## src/rtl/mem_port_arbiter.sv

```systemverilog
// rtl/mem_port_arbiter.sv - single-port memory arbiter between instruction fetch and data access
//
// Purpose:
//   Shares one single-port memory between the fetch stage (read only) and the
//   MEM stage (read/write). It grants one requester, holds a registered request
//   until the memory acks or the transfer times out, then returns data with a
//   one-cycle ready pulse. A streak counter limits consecutive data grants
//   while fetch is waiting.
//
// Ports:
//   clk, rst_n                 clock (rising edge), asynchronous active-low reset
//   if_req, if_addr            fetch read request and address
//   if_rdata, if_ready         fetch read data, valid with the one-cycle if_ready pulse
//   if_stall                   if_req & ~if_ready
//   dm_req, dm_we              data request, 1 = write
//   dm_addr, dm_wdata          data address and write data
//   dm_rdata, dm_ready         data read data, valid with the one-cycle dm_ready pulse
//   dm_stall                   dm_req & ~dm_ready
//   mem_req, mem_we            memory request (held until ack/timeout), write enable
//   mem_addr, mem_wdata        latched address and write data
//   mem_rdata, mem_ack         memory read data and completion
//   bus_err                    sticky flag: a transfer timed out

module mem_port_arbiter #(
  parameter int AW           = 32,
  parameter int DW           = 32,
  parameter int STARVE_LIMIT = 4,
  parameter int TIMEOUT      = 255
) (
  input  logic          clk,
  input  logic          rst_n,
  input  logic          if_req,
  input  logic [AW-1:0] if_addr,
  output logic [DW-1:0] if_rdata,
  output logic          if_ready,
  output logic          if_stall,
  input  logic          dm_req,
  input  logic          dm_we,
  input  logic [AW-1:0] dm_addr,
  input  logic [DW-1:0] dm_wdata,
  output logic [DW-1:0] dm_rdata,
  output logic          dm_ready,
  output logic          dm_stall,
  output logic          mem_req,
  output logic          mem_we,
  output logic [AW-1:0] mem_addr,
  output logic [DW-1:0] mem_wdata,
  input  logic [DW-1:0] mem_rdata,
  input  logic          mem_ack,
  output logic          bus_err
);

  localparam logic [DW-1:0] ABORT_DATA = {(DW/4){4'hD}};
  localparam logic [3:0]    STREAK_MAX = 4'(STARVE_LIMIT);
  localparam logic [8:0]    TCNT_LIMIT = 9'(TIMEOUT);

  typedef enum logic [1:0] {
    S_IDLE    = 2'd0,
    S_IF_XFER = 2'd1,
    S_DM_XFER = 2'd2
  } state_t;

  state_t          r_state;
  state_t          w_state_nxt;

  logic [3:0]      r_streak;
  logic [7:0]      r_tcnt;
  logic [AW-1:0]   r_mem_addr;
  logic [DW-1:0]   r_mem_wdata;
  logic            r_mem_we;
  logic [DW-1:0]   r_if_rdata;
  logic [DW-1:0]   r_dm_rdata;
  logic            r_if_ready;
  logic            r_dm_ready;
  logic            r_bus_err;

  logic            w_xfer;
  logic            w_block;
  logic            w_starve;
  logic [8:0]      w_tcnt_inc;
  logic            w_timeout;
  logic            w_grant_dm;
  logic            w_grant_if;
  logic            w_done;

  assign w_xfer     = (r_state != S_IDLE);
  // The cycle carrying a ready pulse is the first IDLE cycle after a transfer;
  // no grant is made there, which sets the 3-cycle minimum per transfer.
  assign w_block    = r_if_ready | r_dm_ready;
  assign w_starve   = if_req && (r_streak == STREAK_MAX);
  // r_tcnt holds the number of earlier ack-less XFER cycles, so counting the
  // current one means mem_req is held for exactly TIMEOUT cycles before abort.
  assign w_tcnt_inc = {1'b0, r_tcnt} + 9'd1;
  // An ack in the final cycle wins over the timeout.
  assign w_timeout  = w_xfer && !mem_ack && (w_tcnt_inc == TCNT_LIMIT);

  always_ff @(posedge clk or negedge rst_n) begin
    if (!rst_n) begin
      r_state <= S_IDLE;
    end else begin
      r_state <= w_state_nxt;
    end
  end

  always_comb begin
    w_state_nxt = r_state;
    w_grant_dm  = 1'b0;
    w_grant_if  = 1'b0;
    w_done      = 1'b0;
    case (r_state)
      S_IDLE: begin
        if (!w_block) begin
          if (dm_req && !w_starve) begin
            w_state_nxt = S_DM_XFER;
            w_grant_dm  = 1'b1;
          end else if (if_req) begin
            w_state_nxt = S_IF_XFER;
            w_grant_if  = 1'b1;
          end
        end
      end
      S_IF_XFER, S_DM_XFER: begin
        if (mem_ack || w_timeout) begin
          w_state_nxt = S_IDLE;
          w_done      = 1'b1;
        end
      end
      default: begin
        w_state_nxt = S_IDLE;
      end
    endcase
  end

  always_ff @(posedge clk or negedge rst_n) begin
    if (!rst_n) begin
      r_streak    <= 4'd0;
      r_tcnt      <= 8'd0;
      r_mem_addr  <= '0;
      r_mem_wdata <= '0;
      r_mem_we    <= 1'b0;
      r_if_rdata  <= '0;
      r_dm_rdata  <= '0;
      r_if_ready  <= 1'b0;
      r_dm_ready  <= 1'b0;
      r_bus_err   <= 1'b0;
    end else begin
      r_if_ready <= 1'b0;
      r_dm_ready <= 1'b0;

      if (w_grant_dm) begin
        r_mem_addr  <= dm_addr;
        r_mem_wdata <= dm_wdata;
        r_mem_we    <= dm_we;
        r_tcnt      <= 8'd0;
        if (!if_req) begin
          r_streak <= 4'd0;
        end else if (r_streak != STREAK_MAX) begin
          r_streak <= r_streak + 4'd1;
        end
      end else if (w_grant_if) begin
        r_mem_addr <= if_addr;
        r_mem_we   <= 1'b0;
        r_tcnt     <= 8'd0;
        r_streak   <= 4'd0;
      end else if (w_xfer && !w_done) begin
        r_tcnt <= r_tcnt + 8'd1;
      end

      if (w_done) begin
        if (!mem_ack) begin
          r_bus_err <= 1'b1;
        end
        if (r_state == S_IF_XFER) begin
          r_if_ready <= 1'b1;
          r_if_rdata <= mem_ack ? mem_rdata : ABORT_DATA;
        end else begin
          r_dm_ready <= 1'b1;
          if (!mem_ack) begin
            r_dm_rdata <= ABORT_DATA;
          end else if (!r_mem_we) begin
            r_dm_rdata <= mem_rdata;
          end
        end
      end
    end
  end

  assign mem_req   = w_xfer;
  assign mem_we    = r_mem_we && (r_state == S_DM_XFER);
  assign mem_addr  = r_mem_addr;
  assign mem_wdata = r_mem_wdata;
  assign if_rdata  = r_if_rdata;
  assign dm_rdata  = r_dm_rdata;
  assign if_ready  = r_if_ready;
  assign dm_ready  = r_dm_ready;
  assign if_stall  = if_req & ~r_if_ready;
  assign dm_stall  = dm_req & ~r_dm_ready;
  assign bus_err   = r_bus_err;

endmodule

```

## config.mk

```make
export PLATFORM = sky130hd
export DESIGN_NAME = mem_port_arbiter
export DESIGN_NICKNAME = d
export VERILOG_FILES = /design/src/rtl/mem_port_arbiter.sv
export SDC_FILE = /design/constraint.sdc
export NUM_CORES = 1
export LEC_CHECK = 0
export CAP_MARGIN = 20
export CELL_PAD_IN_SITES_DETAIL_PLACEMENT = 0
export CELL_PAD_IN_SITES_GLOBAL_PLACEMENT = 2
export CORE_ASPECT_RATIO = 1.75
export CORE_MARGIN = 5
export CORE_UTILIZATION = 25
export DETAILED_ROUTE_END_ITERATION = 16
export HOLD_SLACK_MARGIN = 0.05
export PLACE_DENSITY = 0.89
export SYNTH_ARGS = -nofsm -noshare
export SYNTH_HDL_FRONTEND = slang
export SYNTH_SLANG_ARGS = --single-unit
```

## constraint.sdc

```tcl
create_clock -name clk -period 3.1 [get_ports clk]
set_clock_uncertainty 0.2 [all_clocks]
set_input_delay 0.62 -clock clk [delete_from_list [all_inputs] [get_ports clk]]
set_output_delay 0.62 -clock clk [all_outputs]
set_load 0.01 [all_outputs]
```

==> impl_metrics.tcl, run 1 <==
set metrics [dict create \
    drc_errors 0 \
    pwr-share-seq_pct 32.6 \
    synth_edf_count 0 \
    final_net_count 1006 \
    die-area_um2 28200 \
    synth_seq_cells 146 \
    synth_nets 742 \
    ys_types 47 \
    start_util_pct 25.3 \
    ir_worst_vdd_mv 0.516 \
    grt_max_degree 68 \
    final_common_cell "clkdlybuf4s50_1" \
    startpoint_type "register" \
    power.internal_mw 6.70 \
    period_share_pct 89.2 \
    worstPathRequired_ns 2.28 \
    hold_buffers 1 \
    cts_tree "done" \
    first_pass_iters 4 \
    port_buffers 268 \
    cts_inserted_buffers 17 \
    slew_headroom_pct 50.6 \
    critPathMostFrequentCell "inv_1" \
    end_kind "output pin" \
    post-cts-setup-buffers 0 \
    coreArea_um2 24500 \
    crit_type "register to output pin" \
    finalPower_mw 10.4 \
    grt_pass1_wl_um 32000 \
    slowest_delay_ns 0.57 \
    rsz0062_at_grt "no" \
    place.gp.congestion 0.755 \
    crit_slowest_cell "clkdlybuf4s50_1" \
    fin_setup_tns_ns 0 \
    ant_nets 0 \
    grt_pass1_vias 5573 \
    power.leakage_nw 4.17 \
    yosys_warnings 0 \
    grtUsageTotal_pct 15.0 \
    min_from "mem_wdata[22]" \
    synth_seq_area_share_pct 58.9 \
    dp.final_hpwl_um 15400 \
    postCtsResizedCells 0 \
    clockBufferDepth 2 \
    min_to "mem_wdata[22]" \
    period_minus_slack_ns 2.77 \
    die_x_um 129 \
    synthTopCellsByArea "dfrtp_1 (59%), nand2_1 (11%), o22a_1 (4.7%)" \
    hold_depth 2 \
    pwr-share-clk_pct 19.9 \
    drv_cap 0 \
    hold_viol 0 \
    dieHeight_um 218 \
    synth.top_cell.area_share_pct 58.9 \
    overflow 0 \
    max_freq_mhz 362 \
    drive_above_1_share_pct 7.41 \
    path_cells "inv_1 -> ha_1 -> inv_1 -> clkdlybuf4s50_1" \
    yosys.area.top_type "dfrtp_1" \
    r2r_start "r_tcnt[0]" \
    antenna_found_initial 2 \
    vias 5369 \
    p_switching_mw 3.70 \
    worst_pin_slew_ns 0.722 \
    setup_viol 0 \
    status "complete, no violations" \
    r2r_slack_ns 0.58 \
    wl_per_cell_um 17.6 \
    clk_latency_ns 0.43 \
    p_sw_share_pct 35.5 \
    worstPathMaxFanout 7 \
    rows 76 \
    clock-sinks 146 \
    drt-total-wl_um 20900 \
    via_per_inst 4.52 \
    ff2ff_path_depth 8 \
    ys.flop_type "dfrtp_1" \
    most-common-layout-cells "clkdlybuf4s50_1 (267), nand2_1 (178), dfrtp_1 (146)" \
    initialDrtViolationCount 196 \
    syn_inst 601 \
    area_growth_pct 59.2 \
    htreeDepth 4 \
    cts_root_buf "clkbuf_16" \
    final-max-slew-violation-count 0 \
    final_util_pct 40.2 \
    p_comb_share_pct 47.5 \
    worst_ep_arrival_time_ns 1.95 \
    antenna_cells 0 \
    syn_area_um2 6200 \
    postSynthAreaPerCell_um2 10.3 \
    hp-class "register to register" \
    io_pins 269 \
    powerDensity_nw_per_um2 1050 \
    worst_r2r_endpoint "dm_rdata[7]" \
    ys_async_sr_fraction_pct 100 \
    cts.reportedPaths.clkPinSlew_ns 0.06 \
]
final cells by class:
class / count / area [µm²]
timing repair buffer: 281 / 2830
fill: 2452 / 14700
clock inverter: 8 / 103
tap: 312 / 390
inverter: 13 / 51.3
sequential: 146 / 3650
clock buffer: 23 / 488
multi-input combinational: 406 / 2350
worst max-delay path by stage:
stage,from,to,slack (ns),cells past startpoint
floorplan,r_state[0],r_tcnt[7],0.93,7
global placement,dm_req,dm_stall,0.41,3
detailed placement,dm_req,dm_stall,0.41,3
CTS,r_state[0],mem_req,0.26,4
global route,r_state[0],mem_req,0.24,4
finish,r_state[0],mem_req,0.33,4
power by group through the flow:
stage               Clock (mW)  Sequential [mW]  Combinational [mW]
detailed placement           0             3.43                5.04
CTS                       2.16             3.41                5.05
finish                    2.07             3.40                4.94
floorplan                    0             3.74                1.99
global placement             0             3.39                5.00
global route              2.21             3.53                5.38
critical path, delay by kind of cell, from the launching register on:
family                     cells  cell delay, ns
buffers and inverters          3            0.84
DFF                            1            0.37
adders and majority gates      1            0.30
per-layer routing:
layer / part of all wire (%) / track usage, %
met1: 36 / 15.3
met2: 54 / 27.5
met3: 6.4 / 4.26
met5: 0.16 / 0
met4: 3.3 / 7.60
kinds of logic (layout without fill, tap and decap cells):
| family | count (synthesis) | count (layout) | share of synthesized area [%] |
|---|---|---|---|
| adder cells (fa/ha/maj) | 7 | 7 | 1.41 |
| AND/OR/NAND/NOR | 250 | 250 | 16.6 |
| multiplexers | 5 | 5 | 0.807 |
| AO/OA/AOI/OAI | 142 | 142 | 18.5 |
| flip-flops | 146 | 146 | 58.9 |
| buffers and inverters | 49 | 325 | 3.43 |
| XOR/XNOR | 2 | 2 | 0.283 |
per-stage QoR:
step / area [µm²] / setup slack [ns] / hold WS [ns] / instances
global route: 9870 / 0.236 / 0.295 / 1189
detailed placement: 9270 / 0.410 / 0.261 / 1157
floorplan: 6200 / 0.931 / 0.124 / 601
finish: 9870 / 0.334 / 0.271 / 1189
global placement: 9270 / 0.415 / 0.257 / 1157
CTS: 9870 / 0.258 / 0.276 / 1189
state kept, by name, summed over array words and instances (netlist names):
signal	count
dm_rdata	32
if_rdata	32
mem_addr	32
mem_wdata	32
r_tcnt	8
r_streak	4
r_state	2
bus_err	1
dm_ready	1
if_ready	1
r_mem_we	1
Yosys cell counts (all sizes together), types with 12 or more instances:
library cell	count
a31oi	32
nor2	39
dfrtp	146
o22a	33
a2bb2oi	16
nand3	13
o22ai	16
nand2	179
clkbuf	24
a22o	19
o21ai	12
buf	12
inv	12
Power figures use the tool's default switching activity.
==> inputs of run 2 (changes only) <==
- ABC_AREA: default -> 1
- PLACE_DENSITY: 0.89 -> 0.88
==> run 2 against run 1 <==
  * Cell count shrank 0.34%
  * Maximum frequency rose by 4.0%
  * First-iteration DRC count down 4.6%
  * Die area increased by 0.76%
  * Largest cell class unchanged
  * Worst setup slack better by 0.11 ns
  * Clock-buffer cell count unchanged
==> impl_metrics.tcl, run 2 <==
set metrics [dict create \
    status "complete, no violations" \
    ir_worst_vdd_mv 0.463 \
    rows 76 \
    power.leakage_nw 4.19 \
    syn_inst 595 \
    slew_headroom_pct 47.5 \
    most-common-layout-cells "clkdlybuf4s50_1 (267), dfrtp_1 (146), nand2_1 (107)" \
    crit_type "register to output pin" \
    r2r_start "r_tcnt[1]" \
    hold_depth 1 \
    ys.flop_type "dfrtp_1" \
    dp_slack_ns 0.440 \
    synth_most_common_cell "dfrtp_1" \
    antenna_cells 0 \
    synthTopCellsByCount "dfrtp_1 (146), nand2_1 (108), nand3_1 (51)" \
    dp.final_hpwl_um 14700 \
    p_sw_share_pct 34.8 \
    coreArea_um2 24600 \
    cts.reportedPaths.clkPinSlew_ns 0.06 \
    worst_r2r_endpoint "if_rdata[14]" \
    worst_pin_slew_ns 0.788 \
    vias 5313 \
    cts_inserted_buffers 17 \
    io_pins 269 \
    yosys_warnings 0 \
    ant_nets 0 \
    drive_above_1_share_pct 13.3 \
    synth_seq_cells 146 \
    synth_nets 736 \
    finalWorstSetupSlack_ns 0.440 \
    drv_cap 0 \
    via_per_inst 4.48 \
    yosys.area.top_type "dfrtp_1" \
    clock-sinks 146 \
    pwr-share-clk_pct 20.0 \
    cts_root_buf "clkbuf_16" \
    crit_start "r_state[0]" \
    antenna_found_initial 0 \
    startpoint_type "register" \
    fin_setup_tns_ns 0 \
    end_kind "output pin" \
    power.internal_mw 6.59 \
    wl_per_cell_um 17.2 \
    grt_pass1_wl_um 31600 \
    clk_latency_ns 0.43 \
    clockBufferDepth 2 \
    postCtsResizedCells 0 \
    placed_area_um2 9280 \
    final_net_count 1001 \
    final_common_cell "clkdlybuf4s50_1" \
    postSynthAreaPerCell_um2 10.5 \
    r2r_slack_ns 0.56 \
    pwr-share-seq_pct 32.5 \
    min_to "bus_err" \
    nFillCells 2444 \
    die-area_um2 28400 \
    die_x_um 130 \
    grtUsageTotal_pct 14.5 \
    setup_viol 0 \
    min_from "bus_err" \
    worst_ep_arrival_time_ns 1.84 \
    period_share_pct 85.8 \
    post-cts-setup-buffers 0 \
    port_buffers 268 \
    hold_viol 0 \
    dieHeight_um 219 \
    start_util_pct 25.4 \
    synth.top_cell.area_share_pct 58.5 \
    place.gp.congestion 0.758 \
    synthTopCellsByArea "dfrtp_1 (58%), nand2_1 (6.5%), mux2_2 (5.8%)" \
    period_minus_slack_ns 2.66 \
    grt_max_degree 66 \
    design_area_um2 9880 \
    drc_errors 0 \
    initialDrtViolationCount 187 \
    overflow 0 \
    first_pass_iters 4 \
    powerDensity_nw_per_um2 1020 \
    final-max-slew-violation-count 0 \
    worstPathRequired_ns 2.28 \
    worstPathMaxFanout 4 \
    p_comb_share_pct 47.5 \
    grt_pass1_vias 5607 \
    p_switching_mw 3.51 \
    ys_types 31 \
    hold_buffers 1 \
    rsz0062_at_grt "no" \
    cts_tree "done" \
    holdWs_ns 0.275 \
    synth_seq_area_share_pct 58.5 \
    max_freq_mhz 376 \
    ys_async_sr_fraction_pct 100 \
    drt-total-wl_um 20400 \
    synth_edf_count 0 \
    htreeDepth 4 \
    syn_area_um2 6250 \
    hp-class "register to register" \
    area_growth_pct 58.0 \
    ff2ff_path_depth 14 \
]
## run 2: changes by cell type in the layout (fill, tap and decap cells not counted), sizes merged, moves of 16 or more
cell,previous run,this run
a22o,19,0
a31oi,32,0
nand3,13,53
a2bb2oi,16,32
o21ai,12,71
mux2,0,32
nand2,179,111
o22a,33,0
a21oi,4,33
## run 2: final cells by class
type | instances | area [µm²] | area share [%]
Clock buffer | 23 | 508 | 5.14
Multi-Input combinational cell | 391 | 2310 | 23.4
Tap cell | 312 | 390 | 3.95
Sequential cell | 146 | 3650 | 37.0
Timing Repair Buffer | 284 | 2860 | 28.9
Inverter | 20 | 75.1 | 0.760
Clock inverter | 9 | 77.6 | 0.786
## run 2: kinds of logic after synthesis
group           Yosys count  synth area share [%]
buf+inv                  58                  4.66
simple gates            209                  14.6
mux                      32                  5.77
compound gates          141                  14.9
flops                   146                  58.5
xor+xnor                  2                 0.280
fa+ha+maj                 7                  1.40
## run 2: power by group through the flow
stage / clock [mW] / combinational [mW] / sequential, mW
after floorplan: 0 / 1.94 / 3.66
after global placement: 0 / 4.86 / 3.28
after detailed placement: 0 / 4.90 / 3.31
after CTS: 2.11 / 4.92 / 3.29
after global routing: 2.16 / 5.24 / 3.40
final: 2.02 / 4.80 / 3.28
## run 2: worst max-delay path by stage
stage	endpoint	slack, ns
floorplan	mem_wdata[14]	1.01
global placement	mem_wdata[29]	0.45
detailed placement	mem_wdata[29]	0.44
CTS	mem_req	0.37
global route	if_rdata[22]	0.27
finish	mem_req	0.44
## run 2: per-layer routing
layer,track usage (%),share of wire [%]
met1,16.4,38
met2,24.8,52
met3,4.09,7.9
met4,6.83,2.6
met5,0,0
## run 2: per-stage QoR
stage | util, % | power (mW) | instances
CTS | 40.1 | 10.3 | 1185
floorplan | - | 5.59 | 595
global placement | 37.7 | 8.14 | 1152
finish | 40.1 | 10.1 | 1185
detailed placement | 37.7 | 8.20 | 1152
global route | 40.1 | 10.8 | 1185
## run 2: critical path, stage by stage, from the launching register on
cell	delay (ns)
dfrtp_1	0.38
inv_1	0.07
ha_1	0.27
inv_1	0.13
clkdlybuf4s50_1	0.56
==> edit, RTL diff (config.mk and constraints of run 1) <==
Make the reset (`rst_n`) synchronous in 2 clocked blocks. Comments in the files are not updated.
--- a/src/rtl/mem_port_arbiter.sv
+++ b/src/rtl/mem_port_arbiter.sv
@@ -95,5 +95,5 @@
   assign w_timeout  = w_xfer && !mem_ack && (w_tcnt_inc == TCNT_LIMIT);
 
-  always_ff @(posedge clk or negedge rst_n) begin
+  always_ff @(posedge clk) begin
     if (!rst_n) begin
       r_state <= S_IDLE;
@@ -132,5 +132,5 @@
   end
 
-  always_ff @(posedge clk or negedge rst_n) begin
+  always_ff @(posedge clk) begin
     if (!rst_n) begin
       r_streak    <= 4'd0;
Check against the original RTL: differs if rst_n is asserted again (counterexample within 4 cycles, from zero or initial values and one cycle with rst_n low); with rst_n held inactive, the same outputs for 4 cycles.
==> edit against run 1 <==
Cell count is 1.3% higher; sequential share of layout area is 6.3 points lower; worst setup slack lost 0.092 ns; wire length fell by 3.0%; first-iteration DRC count rose by 39%; synthesized area down 3.9%; global-route usage decreased by 0.38 points; non-clock buffer count fell by 1; die area shrank 3.7%; sequential cell count unchanged; critical path depth unchanged; final area is 3.6% lower.
Power is not compared: it rests on default switching activity, and its combinational part moved more than twofold at a synthesized area within 25%.
==> edit: results (changes against run 1) <==
- Status: completed
- Syn. warnings: 0 (unchanged)
- Yosys cell types: 48 (+2.1%)
- Worst Hold Launch: mem_wdata[19]
- Global routing usage on met3: 4.29% (+0.032 points)
- Reg2Reg Setup Slack: 0.56 ns (-0.02 ns)
- Ranking of synthesized cells by area: dfxtp_1, nand2_1, o221a_2
- Worst hold path cell count: 2 (unchanged)
- First-pass GRT wire length: 31.4 mm (-1.7%)
- Largest net degree at the start of global routing: 132 (+94%)
- Slew margin rel.: 62.3% (+12 points)
- Final HPWL DP: 14.5 mm (-5.9%)
- R2R Path Start: r_state[0]
- Synthesized Nets: 784 (+5.7%)
- CP max-delay cell: clkdlybuf4s50_1
- Final net count: 1029 (+2.3%)
- Clock buffer depth: 2 (unchanged)
- CP Data Arrival Time: 2.04 ns (+0.09 ns)
- WL/cell: 16.8 um (-4.3%)
- Clk_lat worst skew: 0.42 ns
- I/O Buffers: 268 (unchanged)
- Sequential area share after synthesis: 49.1% (-9.9 points)
- Worst Setup SP: r_state[0]
- HP Class: flip-flop to flip-flop
- Met1 Use GR: 15.1% (-0.12 points)
- Met2 usage: 27.2% (-0.33 points)
- VDD IR max: roughly 330 uV
- TritonRoute pass-1 iters: 4 (unchanged)
- R2R cell count: 9 (+1)
- DR iter-0 viols: 273 (+39%)
- Fraction of layout cells with a size suffix above 1: 10.7% (+3.2 points)
- GPL Wtd Cong: 0.788 (+4.4%)
- Worst-path maximum fanout: 8 (+1)
- Post-cts sizing count: 0 (unchanged)
- Vias in the first global route: 5571 (-0.036%)
- CP max stage delay: 0.62 ns (+0.05 ns)
- Worst R2R End: dm_rdata[7]
- Post-CTS Hold Buffers: 0 (-1)
- Ys async rst share: 0% (-100 points)
- Via density: 4.62 (+2.3%)
- Synth top cells by count: nand2_1, dfxtp_1, a21boi_0
- Total GRT Usage: 14.7% (-0.38 points)
- Worst Hold End: mem_wdata[19]
- Initial antenna violation count: 0 (-2)
- Main synth FF type: dfxtp_1
==> edit: worst max-delay path by stage <==
| stage | endpoint | slack, ns |
|---|---|---|
| after CTS | mem_req | 0.18 |
| after floorplan | r_tcnt[0] | 0.87 |
| after global placement | if_stall | 0.36 |
| after global routing | mem_req | 0.14 |
| after detailed placement | if_stall | 0.36 |
| final | mem_req | 0.24 |
==> edit: kinds of logic after synthesis <==
| logic type | synth area share [%] |
|---|---|
| buffers and inverters | 4.79 |
| flip-flops | 49.1 |
| adder cells (fa/ha/maj) | 1.47 |
| XOR/XNOR | 0.441 |
| AND/OR/NAND/NOR | 19.3 |
| multiplexers | 0.525 |
| AO/OA/AOI/OAI | 24.4 |
==> edit: worst reg2reg max path: stages, from the launching register on <==
cell	delay, ns
dfxtp_1	0.36
inv_1	0.07
ha_1	0.31
and4b_1	0.33
nand3b_1	0.10
o21ai_2	0.28
a31oi_4	0.20
nor2_4	0.11
buf_4	0.29
o221a_2	0.25
==> edit: stage by stage <==
stage	worst slack, ns	hold WS, ns	std cells	cell area [sq um]	power [mW]
floorplan	0.870	0.263	643	5960	2.88
global placement	0.359	0.249	1173	8920	3.65
detailed placement	0.361	0.255	1173	8920	3.67
CTS	0.182	0.264	1205	9520	5.80
global route	0.144	0.287	1205	9520	5.99
finish	0.242	0.261	1205	9520	5.68
==> edit: power breakdown <==
group | switching (mW) | internal [mW] | total, mW
Clock | 0.869 | 1.22 | 2.09
Sequential | 0.108 | 2.08 | 2.19
Combinational | 0.666 | 0.742 | 1.41
==> edit: layout make-up <==
type	instances	area, sq um
multi-input combinational	434	2760
sequential	146	2920
clock inverter	14	153
clock buffer	18	439
timing repair buffer	280	2830
inverter	9	33.8
fill	2352	13900
tap	304	380
==> edit: per-layer routing <==
metal | part of all wire [%] | vias to the layer above
met5 | 0 | -
met4 | 2.4 | 0
met3 | 6.1 | 19
met2 | 53 | 186
met1 | 38 | 2585
li1 | - | 2774
